## src/rtl/rr_arbiter_encoder8_pkg.sv

```systemverilog
// ---------------------------------------------------------------------------
// rr_arbiter_encoder8_pkg
// Shared constants for the round-robin arbiter / register-code encoder:
//   CODE_W   - width of the encoded register field (XXX/YYY)
//   ONEHOT_W - width of the one-hot request/grant vectors
//   CNT_W    - width of the hold counter (MAXHOLD up to 255)
//   ST_IDLE / ST_HOLD - arbiter FSM state encoding
// ---------------------------------------------------------------------------
package rr_arbiter_encoder8_pkg;

  localparam int CODE_W   = 3;
  localparam int ONEHOT_W = 8;
  localparam int CNT_W    = 8;

  localparam logic [0:0] ST_IDLE = 1'b0;
  localparam logic [0:0] ST_HOLD = 1'b1;

endpackage : rr_arbiter_encoder8_pkg

```

## src/rtl/rr_arbiter_encoder8_if.sv

```systemverilog
// ---------------------------------------------------------------------------
// rr_arbiter_encoder8_if
// Request/grant bundle between the requesters and the arbiter.
//   Req[7:0]   requester -> arbiter  Req[7-i] requests register code i
//   En         requester -> arbiter  permits new grants
//   Done       requester -> arbiter  current holder releases the grant
//   Grant[7:0] arbiter -> requester  one-hot grant, same bit order as Req
//   Code[2:0]  arbiter -> requester  encoded register field of the holder
//   Valid      arbiter -> requester  Grant/Code identify a current holder
//   Expired    arbiter -> requester  one-cycle pulse on a forced release
// Modports: master = requester side, slave = arbiter side.
// ---------------------------------------------------------------------------
interface rr_arbiter_encoder8_if;
  import rr_arbiter_encoder8_pkg::*;

  logic [ONEHOT_W-1:0] Req;
  logic                En;
  logic                Done;
  logic [ONEHOT_W-1:0] Grant;
  logic [CODE_W-1:0]   Code;
  logic                Valid;
  logic                Expired;

  modport master (
    output Req, En, Done,
    input  Grant, Code, Valid, Expired
  );

  modport slave (
    input  Req, En, Done,
    output Grant, Code, Valid, Expired
  );

endinterface : rr_arbiter_encoder8_if

```

## src/rtl/rr_arbiter_encoder8_pick.sv

```systemverilog
// ---------------------------------------------------------------------------
// decode3_8bits
// 3-to-8 decoder in the arbiter's bit order: code i drives o_onehot[7-i].
//   i_en      enable; all outputs 0 when low
//   i_code    3-bit register code
//   o_onehot  one-hot result
//
// rr_pick8
// Combinational round-robin search: first requesting code found scanning
// i_ptr, i_ptr+1, ... (mod 8).
//   i_req     request vector (Req[7-i] = code i)
//   i_ptr     code where the search starts
//   o_code    winning code (0 when nothing requests)
//   o_any     at least one request present
//   o_onehot  winner as one-hot, same bit order as i_req
// ---------------------------------------------------------------------------
module decode3_8bits
  import rr_arbiter_encoder8_pkg::*;
(
  input  logic                i_en,
  input  logic [CODE_W-1:0]   i_code,
  output logic [ONEHOT_W-1:0] o_onehot
);

  // For a 3-bit code, 7-i equals the bitwise inverse of i.
  always_comb begin
    // NOTE: every always_comb output gets a default first so no path leaves
    // it unassigned, which would infer a latch.
    o_onehot = '0;
    if (i_en) o_onehot[~i_code] = 1'b1;
  end

endmodule : decode3_8bits

module rr_pick8
  import rr_arbiter_encoder8_pkg::*;
(
  input  logic [ONEHOT_W-1:0] i_req,
  input  logic [CODE_W-1:0]   i_ptr,
  output logic [CODE_W-1:0]   o_code,
  output logic                o_any,
  output logic [ONEHOT_W-1:0] o_onehot
);

  logic [CODE_W-1:0] w_cand;

  // Scan from the farthest offset down to offset 0 so the candidate nearest
  // to i_ptr is the last one written and therefore wins; no early exit needed.
  always_comb begin
    o_code = '0;
    o_any  = 1'b0;
    w_cand = '0;
    for (int k = ONEHOT_W - 1; k >= 0; k--) begin
      w_cand = i_ptr + CODE_W'(k);
      if (i_req[~w_cand]) begin
        o_code = w_cand;
        o_any  = 1'b1;
      end
    end
  end

  decode3_8bits u_decode (
    .i_en     (1'b1),
    .i_code   (o_code),
    .o_onehot (o_onehot)
  );

endmodule : rr_pick8

```

## src/rtl/rr_arbiter_encoder8.sv

```systemverilog
// ---------------------------------------------------------------------------
// rr_arbiter_encoder8
// Round-robin arbiter over 8 request lines that also emits the 3-bit register
// code of the winner. A grant is held until the holder signals Done, drops its
// request, or MAXHOLD cycles elapse (forced release, flagged by Expired).
// Every grant is separated from the next by at least one idle cycle.
//   Clock   rising-edge clock
//   Resetn  asynchronous active-low reset
//   bus     rr_arbiter_encoder8_if.slave (Req/En/Done in, Grant/Code/Valid/
//           Expired out, all registered outputs)
// Parameter MAXHOLD: maximum grant length in cycles (2..255).
// ---------------------------------------------------------------------------
module rr_arbiter_encoder8
  import rr_arbiter_encoder8_pkg::*;
#(
  parameter int MAXHOLD = 16
) (
  input  logic                 Clock,
  input  logic                 Resetn,
  rr_arbiter_encoder8_if.slave bus
);

  logic [0:0]          r_state;
  logic [CODE_W-1:0]   r_ptr;
  logic [CNT_W-1:0]    r_cnt;
  logic [ONEHOT_W-1:0] r_grant;
  logic [CODE_W-1:0]   r_code;
  logic                r_valid;
  logic                r_expired;

  logic [CODE_W-1:0]   w_pick_code;
  logic                w_pick_any;
  logic [ONEHOT_W-1:0] w_pick_onehot;
  logic                w_held_req;
  logic                w_cnt_max;
  logic                w_release;
  logic                w_forced;

  rr_pick8 u_pick (
    .i_req    (bus.Req),
    .i_ptr    (r_ptr),
    .o_code   (w_pick_code),
    .o_any    (w_pick_any),
    .o_onehot (w_pick_onehot)
  );

  // r_grant is zero outside HOLD, so this only looks at the holder's line.
  assign w_held_req = |(bus.Req & r_grant);
  assign w_cnt_max  = (r_cnt == CNT_W'(MAXHOLD - 1));
  assign w_release  = bus.Done | ~w_held_req | w_cnt_max;
  // Done or a dropped request take precedence over the counter.
  assign w_forced   = w_cnt_max & ~bus.Done & w_held_req;

  always_ff @(posedge Clock or negedge Resetn) begin
    if (!Resetn) begin
      r_state   <= ST_IDLE;
      r_ptr     <= '0;
      r_cnt     <= '0;
      r_grant   <= '0;
      r_code    <= '0;
      r_valid   <= 1'b0;
      r_expired <= 1'b0;
    end else begin
      // NOTE: sequential state uses non-blocking assignments so every
      // register samples pre-edge values regardless of statement order.
      r_expired <= 1'b0;
      case (r_state)
        ST_IDLE: begin
          if (bus.En && w_pick_any) begin
            r_state <= ST_HOLD;
            r_grant <= w_pick_onehot;
            r_code  <= w_pick_code;
            r_valid <= 1'b1;
            r_cnt   <= '0;
          end
        end
        ST_HOLD: begin
          if (w_release) begin
            r_state   <= ST_IDLE;
            r_grant   <= '0;
            r_code    <= '0;
            r_valid   <= 1'b0;
            r_ptr     <= r_code + CODE_W'(1);
            r_expired <= w_forced;
          end else if (!w_cnt_max) begin
            r_cnt <= r_cnt + CNT_W'(1);
          end
        end
        default: r_state <= ST_IDLE;
      endcase
    end
  end

  assign bus.Grant   = r_grant;
  assign bus.Code    = r_code;
  assign bus.Valid   = r_valid;
  assign bus.Expired = r_expired;

endmodule : rr_arbiter_encoder8

```

## src/flat_wrapper.sv

```systemverilog
// flat-port wrapper written by rule: the top's interface ports become plain ports
module rr_arbiter_encoder8_flat import rr_arbiter_encoder8_pkg::*;
#(
  parameter int MAXHOLD = 16
)
  (Clock, Resetn, bus_Req, bus_En, bus_Done, bus_Grant, bus_Code, bus_Valid, bus_Expired);
  rr_arbiter_encoder8_if bus_i ();
  input  logic Clock;
  input  logic Resetn;
  input wire logic [$bits(bus_i.Req)-1:0] bus_Req;
  input wire logic [$bits(bus_i.En)-1:0] bus_En;
  input wire logic [$bits(bus_i.Done)-1:0] bus_Done;
  output wire logic [$bits(bus_i.Grant)-1:0] bus_Grant;
  output wire logic [$bits(bus_i.Code)-1:0] bus_Code;
  output wire logic [$bits(bus_i.Valid)-1:0] bus_Valid;
  output wire logic [$bits(bus_i.Expired)-1:0] bus_Expired;
  assign bus_i.Req = bus_Req;
  assign bus_i.En = bus_En;
  assign bus_i.Done = bus_Done;
  assign bus_Grant = bus_i.Grant;
  assign bus_Code = bus_i.Code;
  assign bus_Valid = bus_i.Valid;
  assign bus_Expired = bus_i.Expired;
  rr_arbiter_encoder8 #(.MAXHOLD(MAXHOLD)) u_core (.Clock(Clock), .Resetn(Resetn), .bus(bus_i));
endmodule
```

## config.mk

```make
export PLATFORM = sky130hd
export DESIGN_NAME = rr_arbiter_encoder8_flat
export DESIGN_NICKNAME = d
export VERILOG_FILES = /design/src/rtl/rr_arbiter_encoder8_pkg.sv /design/src/rtl/rr_arbiter_encoder8_if.sv /design/src/rtl/rr_arbiter_encoder8_pick.sv /design/src/rtl/rr_arbiter_encoder8.sv /design/src/flat_wrapper.sv
export SDC_FILE = /design/constraint.sdc
export NUM_CORES = 1
export LEC_CHECK = 0
export CELL_PAD_IN_SITES_DETAIL_PLACEMENT = 0
export CELL_PAD_IN_SITES_GLOBAL_PLACEMENT = 1
export CORE_UTILIZATION = 46
export DETAILED_ROUTE_END_ITERATION = 6
export GPL_TIMING_DRIVEN = 0
export PLACE_DENSITY = 0.92
export SLEW_MARGIN = 20
export SYNTH_ARGS = -nofsm -noshare
export SYNTH_HDL_FRONTEND = slang
export SYNTH_SLANG_ARGS = --single-unit
```

## constraint.sdc

```tcl
create_clock -name Clock -period 6.7 [get_ports Clock]
set_input_delay 0.67 -clock Clock [delete_from_list [all_inputs] [get_ports Clock]]
set_output_delay 0.67 -clock Clock [all_outputs]
set_load 0.005 [all_outputs]
```

After elaboration in Yosys (flattened, before gate mapping)
Cells that the tools add are included.

Flip-flop bits (word level): 25. Input port bits: 12. Output and inout bits: 13. Logic and storage cells: 106.

Add/subtract/negate cells: 9. Magnitude comparators: 10. Equality and inequality tests: 5. Mux-type cells: 52. Bitwise gates (word level): 17. Reductions and logical operators: 6.

Operator list (count): 8-bit 2-to-1 mux (5); 3-bit by 4-bit < comparator with 1-bit output (second input constant) (9); 8-bit one-hot mux with 2 select lines (2); 3-bit 2-to-1 mux (10); 3-bit NOT (9); 1-bit binary-select mux with 3-bit select (8); 1-bit 2-to-1 mux (23); 3-bit adder (second input constant) (4); 8-bit by 1-bit adder with 8-bit output (second input constant) (1); 8-bit AND (1); 8-bit by 4-bit == test with 1-bit output (second input constant) (1); 8-bit OR reduction (1); 3-bit by 1-bit adder with 3-bit output (second input constant) (2); 3-bit by 2-bit adder with 3-bit output (second input constant) (2); 2-bit inequality test (second input constant) (3); 3-bit one-hot mux with 2 select lines (1); 1-bit one-hot mux with 2 select lines (2); 2-bit AND reduction (2); 1-bit demux with 3-bit select (1); 3-bit by 1-bit greater-or-equal comparator with 1-bit output (second input constant) (1); 1-bit NOT (3); 3-bit AND reduction (1); 1-bit AND (2); 1-bit logical AND (2); 2 further kinds (3).

Depth between registers and ports, before layout
Gate-level depths: netlist of the first run.

Word-level depth: 19. Depth in mapped cells: 14. Gate-level depth less buffers: 9.

Cells and area by module
Synthesis of the first run repeated with hierarchy kept, for this count alone.

Cell total of the unflattened synthesis: 219. Area, all modules: 2100.8 um^2.

By module, submodules not included: rr_arbiter_encoder8 (instances 1, cells each 120, area an instance 1218.7 um^2, sequential area each 625.6 um^2); rr_pick8 (instances 1, cells each 91, area an instance 785.8 um^2, sequential area each 0.0 um^2); decode3_8bits (instances 1, cells each 8, area an instance 96.3 um^2, sequential area each 0.0 um^2).

Worst setup path before layout of the first run
No wires, ideal clock.

Kind: register -> register. Start: register u_core.r_ptr[0]. End: register u_core.r_grant[1] (netlist: u_core.bus.Grant[1]). Setup time: 110 ps. Arrival: 3594 ps. Required time: 6590 ps. Path slack: 2996 ps. Stages on the path, launching flop included: 14. Path buffers: 4. Clock period less this slack: 3704 ps. Path through: dfrtp_1 -> buf_2 -> buf_1 -> inv_1 -> ha_1 -> buf_2 -> buf_2 -> mux2i_1 -> nand2_1 -> o221ai_1 -> nor2_1 -> or4_1 -> a221o_1 -> o41ai_1.

Cells in the longest elaborated chain, start to end: 19. Elaborated cells on any way between the ends: 58. Those cells by class: add/sub: 7; order compare: 2; eq/ne: 1; mux: 36; bitwise: 9; reduce/logical: 3.

Ends and longest elaborated chain: from (decl) (line rr_arbiter_encoder8.sv:24) `logic [CODE_W-1:0] r_ptr;`; from (signal assigned) (line rr_arbiter_encoder8.sv:83) `r_ptr <= r_code + CODE_W'(1);`; 3-bit adder (line rr_arbiter_encoder8_pick.sv:54) `w_cand = i_ptr + CODE_W'(k);`; 3-bit NOT (line rr_arbiter_encoder8_pick.sv:55) `if (i_req[~w_cand]) begin`; 1-bit binary-select mux with 3-bit select (line rr_arbiter_encoder8_pick.sv:55); 1-bit 2-to-1 mux (implied by the code) (line rr_arbiter_encoder8_pick.sv:55); 3-bit 2-to-1 mux (8 in a row) (line rr_arbiter_encoder8_pick.sv:55); 3-bit NOT (line rr_arbiter_encoder8_pick.sv:30) `if (i_en) o_onehot[~i_code] = 1'b1;`; 3-bit by 4-bit < comparator with 1-bit output (implied by the code) or 3-bit by 1-bit greater-or-equal comparator with 1-bit output (tied branches) (line rr_arbiter_encoder8_pick.sv:30); 1-bit logical AND (implied by the code) (line rr_arbiter_encoder8_pick.sv:30); 1-bit 2-to-1 mux (implied by the code) (line rr_arbiter_encoder8_pick.sv:30); 1-bit demux with 3-bit select; 8-bit 2-to-1 mux (line rr_arbiter_encoder8.sv:69) `if (bus.En && w_pick_any) begin`; 8-bit one-hot mux with 2 select lines (line rr_arbiter_encoder8.sv:67) `case (r_state)`; to (signal assigned) (line rr_arbiter_encoder8.sv:71) `r_grant <= w_pick_onehot;`; to (decl) (line rr_arbiter_encoder8.sv:26) `logic [ONEHOT_W-1:0] r_grant;`.

Several ways; a longest one is shown, not always the timed one. The select of a mux whose other input is x is not followed. A chain may end at the register's enable or synchronous reset.

Worst setup path in the final report of the first run
Start: register u_core.r_ptr[0]. End: register u_core.r_grant[5] (netlist: u_core.bus.Grant[5]).

Same word-level chain as after synthesis.

==> flow_summary.json, run 1 <==
{
  "avgSynthCellArea_um2": 9.48,
  "clockBufferDepth": 2,
  "die_w_um": 68.0,
  "synth_ff_type": "dfrtp_1",
  "drt-total-wl_mm": 4.86,
  "cp-end-kind": "flip-flop",
  "tritoncts": "yes",
  "yosysUniqueCellTypes": 51,
  "route.vias.total": 1806,
  "met3_length_um": 405,
  "n_antenna_cell": 0,
  "endpoint": "u_core.bus.Grant[5]",
  "reg2reg_depth": 13,
  "initial_core_util_pct": 49.0,
  "wl_met2_mm": 2.19,
  "wl_met1_mm": 2.20,
  "place_area_um2": 2300,
  "layout-drive-gt1-share_pct": 8.79,
  "clkTransAtPathRegs_ns": 0.08,
  "grt-ovfl-total": 0,
  "grt_use_total_pct": 22.7,
  "synth_edf_count": 0,
  "ios": 25,
  "power_density_nw_per_um2": 533,
  "fin_crit_sh_pct": 65.4,
  "insertion_delay_ns": 0.26,
  "critPathArrivalTime_ns": 4.52,
  "reg2reg_from": "u_core.r_ptr[0]",
  "stdcell_area_um2": 2340,
  "drt_iter0_drc": 169,
  "finalHoldViolations": 0,
  "grt_setup_unrepaired": "no",
  "die_area_um2": 4620,
  "core_area_um2": 4090,
  "finalNonFillerCells": 289,
  "synth-async-reset-ratio_pct": 100,
  "highest_layer": "met4",
  "drtAntennaViolNets": 0,
  "crit_type": "reg -> reg",
  "slew_headroom_pct": 58.7,
  "numCtsBuffers": 3,
  "cp_data_required_time_ns": 6.84,
  "ff2ff_setup_slack_ns": 2.32,
  "worstMarginPinSlew_ns": 0.620,
  "ctsHtreeMaxLevel": 1,
  "antenna_found_initial": 0,
  "yosys.area.top_type": "dfrtp_1",
  "slew_violations": 0,
  "power.leakage_uw": 0.00102,
  "gp_congestion": 0.834,
  "syn-instance-count": 211,
  "cp_max_fo": 10,
  "fin_skew_ns": 0.00375,
  "detailedPlacementHpwl_mm": 3.63,
  "via_per_inst": 6.25,
  "drv_cap": 0,
  "r2r_end": "u_core.bus.Grant[5]",
  "drtPass1Iterations": 4,
  "ys_seq_elements": 25,
  "cts_sinks": 25,
  "mostFrequentLayoutCell": "dfrtp_1",
  "cp-startpoint": "u_core.r_ptr[0]",
  "setup_tns_ns": 0,
  "die_height_um": 68.0,
  "dp.cells": 285,
  "grt_pass1_wl_mm": 7.85,
  "yosys-top-cells-area": "dfrtp_1 31%, mux2i_1 10%, mux4_2 9.0%, nand2_1 4.5%, xor2_1 3.9%",
  "drcViolationCount": 0,
  "cts_root_buf": "clkbuf_8",
  "finalPower_uw": 1250,
  "fin_util_pct": 57.3,
  "syn-num-nets": 227,
  "wl_per_cell_um": 16.8,
  "cts_repair_resize_count": 0,
  "synth_area_um2": 2000,
  "max_freq_mhz": 228,
  "portBuffers": 24,
  "synth_top_area_share_pct": 31.3,
  "grt_max_degree": 26,
  "num_rows": 23,
  "ys.warnings.count": 0,
  "holdCritPathClass": "in -> async",
  "start_kind": "flip-flop",
  "status": "complete, no violations",
  "finalSetupViolCount": 0,
  "grt_pass1_vias": 1548,
  "peakVddDrop_v": 0.000241,
  "ctsHoldBuffers": 0,
  "seq_area_frac_synth_pct": 31.3,
  "finalCriticalPeriod_ns": 4.38,
  "post-cts-setup-buffers": 0,
  "final_cell_mix": "25 x dfrtp_1, 24 x nand2_1, 23 x clkdlybuf4s50_1",
  "final_nets": 256,
  "area_delta_synth_final_pct": 17.1
}
-- cell usage after synthesis, types with 6 or more instances --
cell	instances
xor2_1	9
a32o_1	6
inv_1	6
mux2i_1	20
nor2_1	15
mux4_2	8
nand3_1	9
dfrtp_1	25
clkbuf_1	6
a21oi_1	9
nand2_1	24
-- worst max-delay path, cell delays in order, from the launching register on --
cell and delay [ns]:
dfrtp_1 0.47, buf_2 0.30, buf_1 0.36, inv_1 0.21, ha_1 0.35, buf_2 0.23
buf_2 0.29, mux2i_1 0.21, nand2_1 0.09, o221ai_1 0.32, nor2_1 0.06, or4_1 0.54
a221o_1 0.43, o41ai_1 0.41
-- worst min path at each step --
stage	to	start	cells after the start	slack, ns
final	u_core.r_cnt[7]	Resetn	1	0.38
after global routing	u_core.bus.Expired	Resetn	1	0.43
after CTS	u_core.bus.Expired	u_core.r_cnt[7]	1	0.51
after detailed placement	u_core.bus.Valid	u_core.bus.Valid	2	0.50
after global placement	u_core.bus.Valid	u_core.bus.Valid	2	0.47
after floorplan	u_core.bus.Code[0]	Resetn	0	0.37
-- stage by stage --
step | hold slack (ns) | setup slack [ns]
global placement | 0.467 | 2.47
finish | 0.377 | 2.32
detailed placement | 0.496 | 2.35
floorplan | 0.374 | 3.00
CTS | 0.509 | 2.34
global route | 0.427 | 1.91
-- power breakdown --
group          switching (uW)  internal, uW
registers                45.7           200
clock network            43.3          42.4
logic                     520           396
total                     609           639
-- sequential cells by signal, summed over array words and instances, names as in the netlist --
register            cells
u_core.bus.Grant        8
u_core.r_cnt            8
u_core.bus.Code         3
u_core.r_ptr            3
u_core.bus.Expired      1
u_core.bus.Valid        1
u_core.r_state          1
-- layer usage --
metal  up-vias  GRT usage, %
li1        866             -
met1       852          33.8
met2        81          35.2
met3         7          1.33
met4         0          7.03
met5         -             0
-- area by class of cell --
class	count	area, um2
repair buffers	24	235
well taps	50	62.6
clock buffers	4	45.0
flip-flops and latches	25	626
fillers	389	1740
multi-input cells	166	1290
inverters	7	26.3
plain buffers	13	61.3
-- logic make-up (layout without fill, tap and decap cells) --
group / after synthesis / count (layout) / synth area share, %
mux: 30 / 30 / 20.1
flops: 25 / 25 / 31.3
compound gates: 52 / 52 / 19.9
simple gates: 68 / 68 / 16.1
xor+xnor: 12 / 12 / 5.63
buf+inv: 20 / 48 / 4.38
fa+ha+maj: 4 / 4 / 2.50
(Power assumes the default switching activity.)
==> inputs of run 2 (changes only) <==
--- a/config.mk
+++ b/config.mk
@@ -7,10 +7,10 @@
 export LEC_CHECK = 0
 export CELL_PAD_IN_SITES_DETAIL_PLACEMENT = 0
 export CELL_PAD_IN_SITES_GLOBAL_PLACEMENT = 1
-export CORE_UTILIZATION = 46
+export CORE_UTILIZATION = 43
 export DETAILED_ROUTE_END_ITERATION = 6
 export GPL_TIMING_DRIVEN = 0
-export PLACE_DENSITY = 0.92
+export PLACE_DENSITY = 0.87
 export SLEW_MARGIN = 20
 export SYNTH_ARGS = -nofsm -noshare
 export SYNTH_HDL_FRONTEND = slang
==> constraint.sdc (replaced) <==
create_clock -name Clock -period 4.2 [get_ports Clock]
set_input_delay 0.42 -clock Clock [delete_from_list [all_inputs] [get_ports Clock]]
set_output_delay 0.42 -clock Clock [all_outputs]
set_load 0.005 [all_outputs]
==> flow_summary.json, run 2 (synthesis results as in run 1) <==
{
  "die_area_um2": 4930,
  "drcViolationCount": 0,
  "status": "complete, no violations",
  "clockBufferDepth": 2,
  "cp_max_fo": 10,
  "path_cells": "clkbuf_4 -> clkbuf_4 -> inv_1 -> ha_1 -> buf_2 -> clkbuf_4 -> mux2i_1 -> nand2_1 -> o221ai_2 -> nor2_1 -> or4_1 -> a221oi_1 -> a32o_1",
  "dp.cells": 287,
  "cts_sinks": 25,
  "final_cell_mix": "24 x nand2_1, 24 x dfrtp_1, 23 x clkdlybuf4s50_1",
  "fin_skew_ns": 0.00326,
  "fillCellCount": 412,
  "num_rows": 24,
  "die_height_um": 70.2,
  "grt_pass1_vias": 1635,
  "via_per_inst": 6.24,
  "die_w_um": 70.2,
  "clkTransAtPathRegs_ns": 0.08,
  "tritoncts": "yes",
  "ctsHtreeMaxLevel": 1,
  "cts_root_buf": "clkbuf_8",
  "grt_setup_unrepaired": "no",
  "insertion_delay_ns": 0.27,
  "max_freq_mhz": 258,
  "finalHoldViolations": 0,
  "slew_violations": 0,
  "multi_input_area_um2": 1300,
  "gp_congestion": 0.877,
  "wl_per_cell_um": 17.0,
  "setup_tns_ns": 0,
  "ctsHoldBuffers": 0,
  "drt-total-wl_mm": 4.94,
  "cp_data_required_time_ns": 4.41,
  "finalNonFillerCells": 291,
  "grt_max_degree": 26,
  "grt_pass1_wl_mm": 8.21,
  "n_antenna_cell": 0,
  "core_area_um2": 4410,
  "power_density_nw_per_um2": 855,
  "max_stage_delay_ns": 0.58,
  "drtAntennaViolNets": 0,
  "final_nets": 256,
  "power.leakage_uw": 0.00103,
  "crit_type": "reg -> reg",
  "ios": 25,
  "seq_area_um2": 627,
  "portBuffers": 24,
  "start_kind": "flip-flop",
  "drv_cap": 0,
  "fin_util_pct": 53.7,
  "critPathArrivalTime_ns": 4.09,
  "initial_core_util_pct": 45.3,
  "grt-ovfl-total": 0,
  "timing.hold.ws_ns": 0.127,
  "finalSetupViolCount": 0,
  "cp-end-kind": "flip-flop",
  "route.vias.total": 1816,
  "worstMarginPinSlew_ns": 0.610,
  "grt_use_total_pct": 21.0,
  "fin_crit_sh_pct": 92.4,
  "crit_path_frequent_cell": "clkbuf_4",
  "holdCritPathClass": "in -> async",
  "cp_slowest_cell": "a221oi_1",
  "drt_iter0_drc": 185,
  "area_delta_synth_final_pct": 18.5,
  "pre_cts_slack_ns": -0.0810,
  "slew_headroom_pct": 59.4,
  "drtPass1Iterations": 5,
  "finalWorstSetupSlack_ns": 0.320,
  "peakVddDrop_v": 0.000425,
  "layout-drive-gt1-share_pct": 10.9,
  "antenna_found_initial": 0,
  "numCtsBuffers": 3,
  "detailedPlacementHpwl_mm": 3.61,
  "finalCriticalPeriod_ns": 3.88
}
## run 2: cell types whose count changed in the layout (fill, tap and decap cells not counted)
cell and change:
buf_1 -1, o221ai_2 +1, clkbuf_4 +3, o41ai_1 -1, buf_2 -2, dfrtp_2 +1, clkbuf_1 -1, clkbuf_2 +1
o221ai_1 -1, o41ai_2 +1, dfrtp_1 -1
## run 2: layout make-up
cell class | instances | area share (%)
inverter | 7 | 1.11
multi-input combinational | 166 | 54.9
buffer | 13 | 3.01
clock buffer | 4 | 1.90
sequential | 25 | 26.4
timing repair buffer | 24 | 9.92
tap | 52 | 2.74
## run 2: power by group
part / internal (uW) / leakage [uW] / switching (uW)
combinational: 648 / 0.000681 / 846
sequential: 320 / 0.000329 / 72.8
clock: 67.9 / 0.0000228 / 72.6
## run 2: what timing repair did
item	in CTS	in global routing
gates resized for setup	1	8
buffers inserted	0	0
pin swaps	0	0
setup endpoints to repair	6	13
cloned	0	0
## run 2: layer usage
metal  GRT usage (%)  up-vias  routed length [um]
met2            31.0       54                2240
met4            8.89        0                  87
met1            31.4      894                2370
met3            2.16        7                 241
li1                -      861                   -
met5               0        -                   0
## run 2: worst paths after layout
path | startpoint | to | slack (ns) | cells past startpoint
min in group Clock | u_core.bus.Valid | u_core.bus.Valid | 0.50 | 2
max reg2reg | u_core.r_ptr[0] | u_core.bus.Grant[0] | 0.32 | 13
max | u_core.r_ptr[0] | u_core.bus.Grant[0] | 0.32 | 13
min reg2reg | u_core.bus.Valid | u_core.bus.Valid | 0.50 | 2
max in group asynchronous | Resetn | u_core.r_ptr[0] | 3.67 | 1
min | Resetn | u_core.r_cnt[4] | 0.13 | 1
## run 2: through the flow
step	total power, uW	cell area, um2
after floorplan	1470	2000
after global placement	1830	2310
after detailed placement	1850	2300
after CTS	1990	2350
after global routing	2190	2370
final	2030	2370
## run 2: critical path, delay by kind of cell (launching register included)
family | cells | cell delay (ns)
mux | 1 | 0.19
fa+ha+maj | 1 | 0.31
simple gates | 3 | 0.70
compound gates | 3 | 1.09
flops | 1 | 0.44
buf+inv | 5 | 1.06
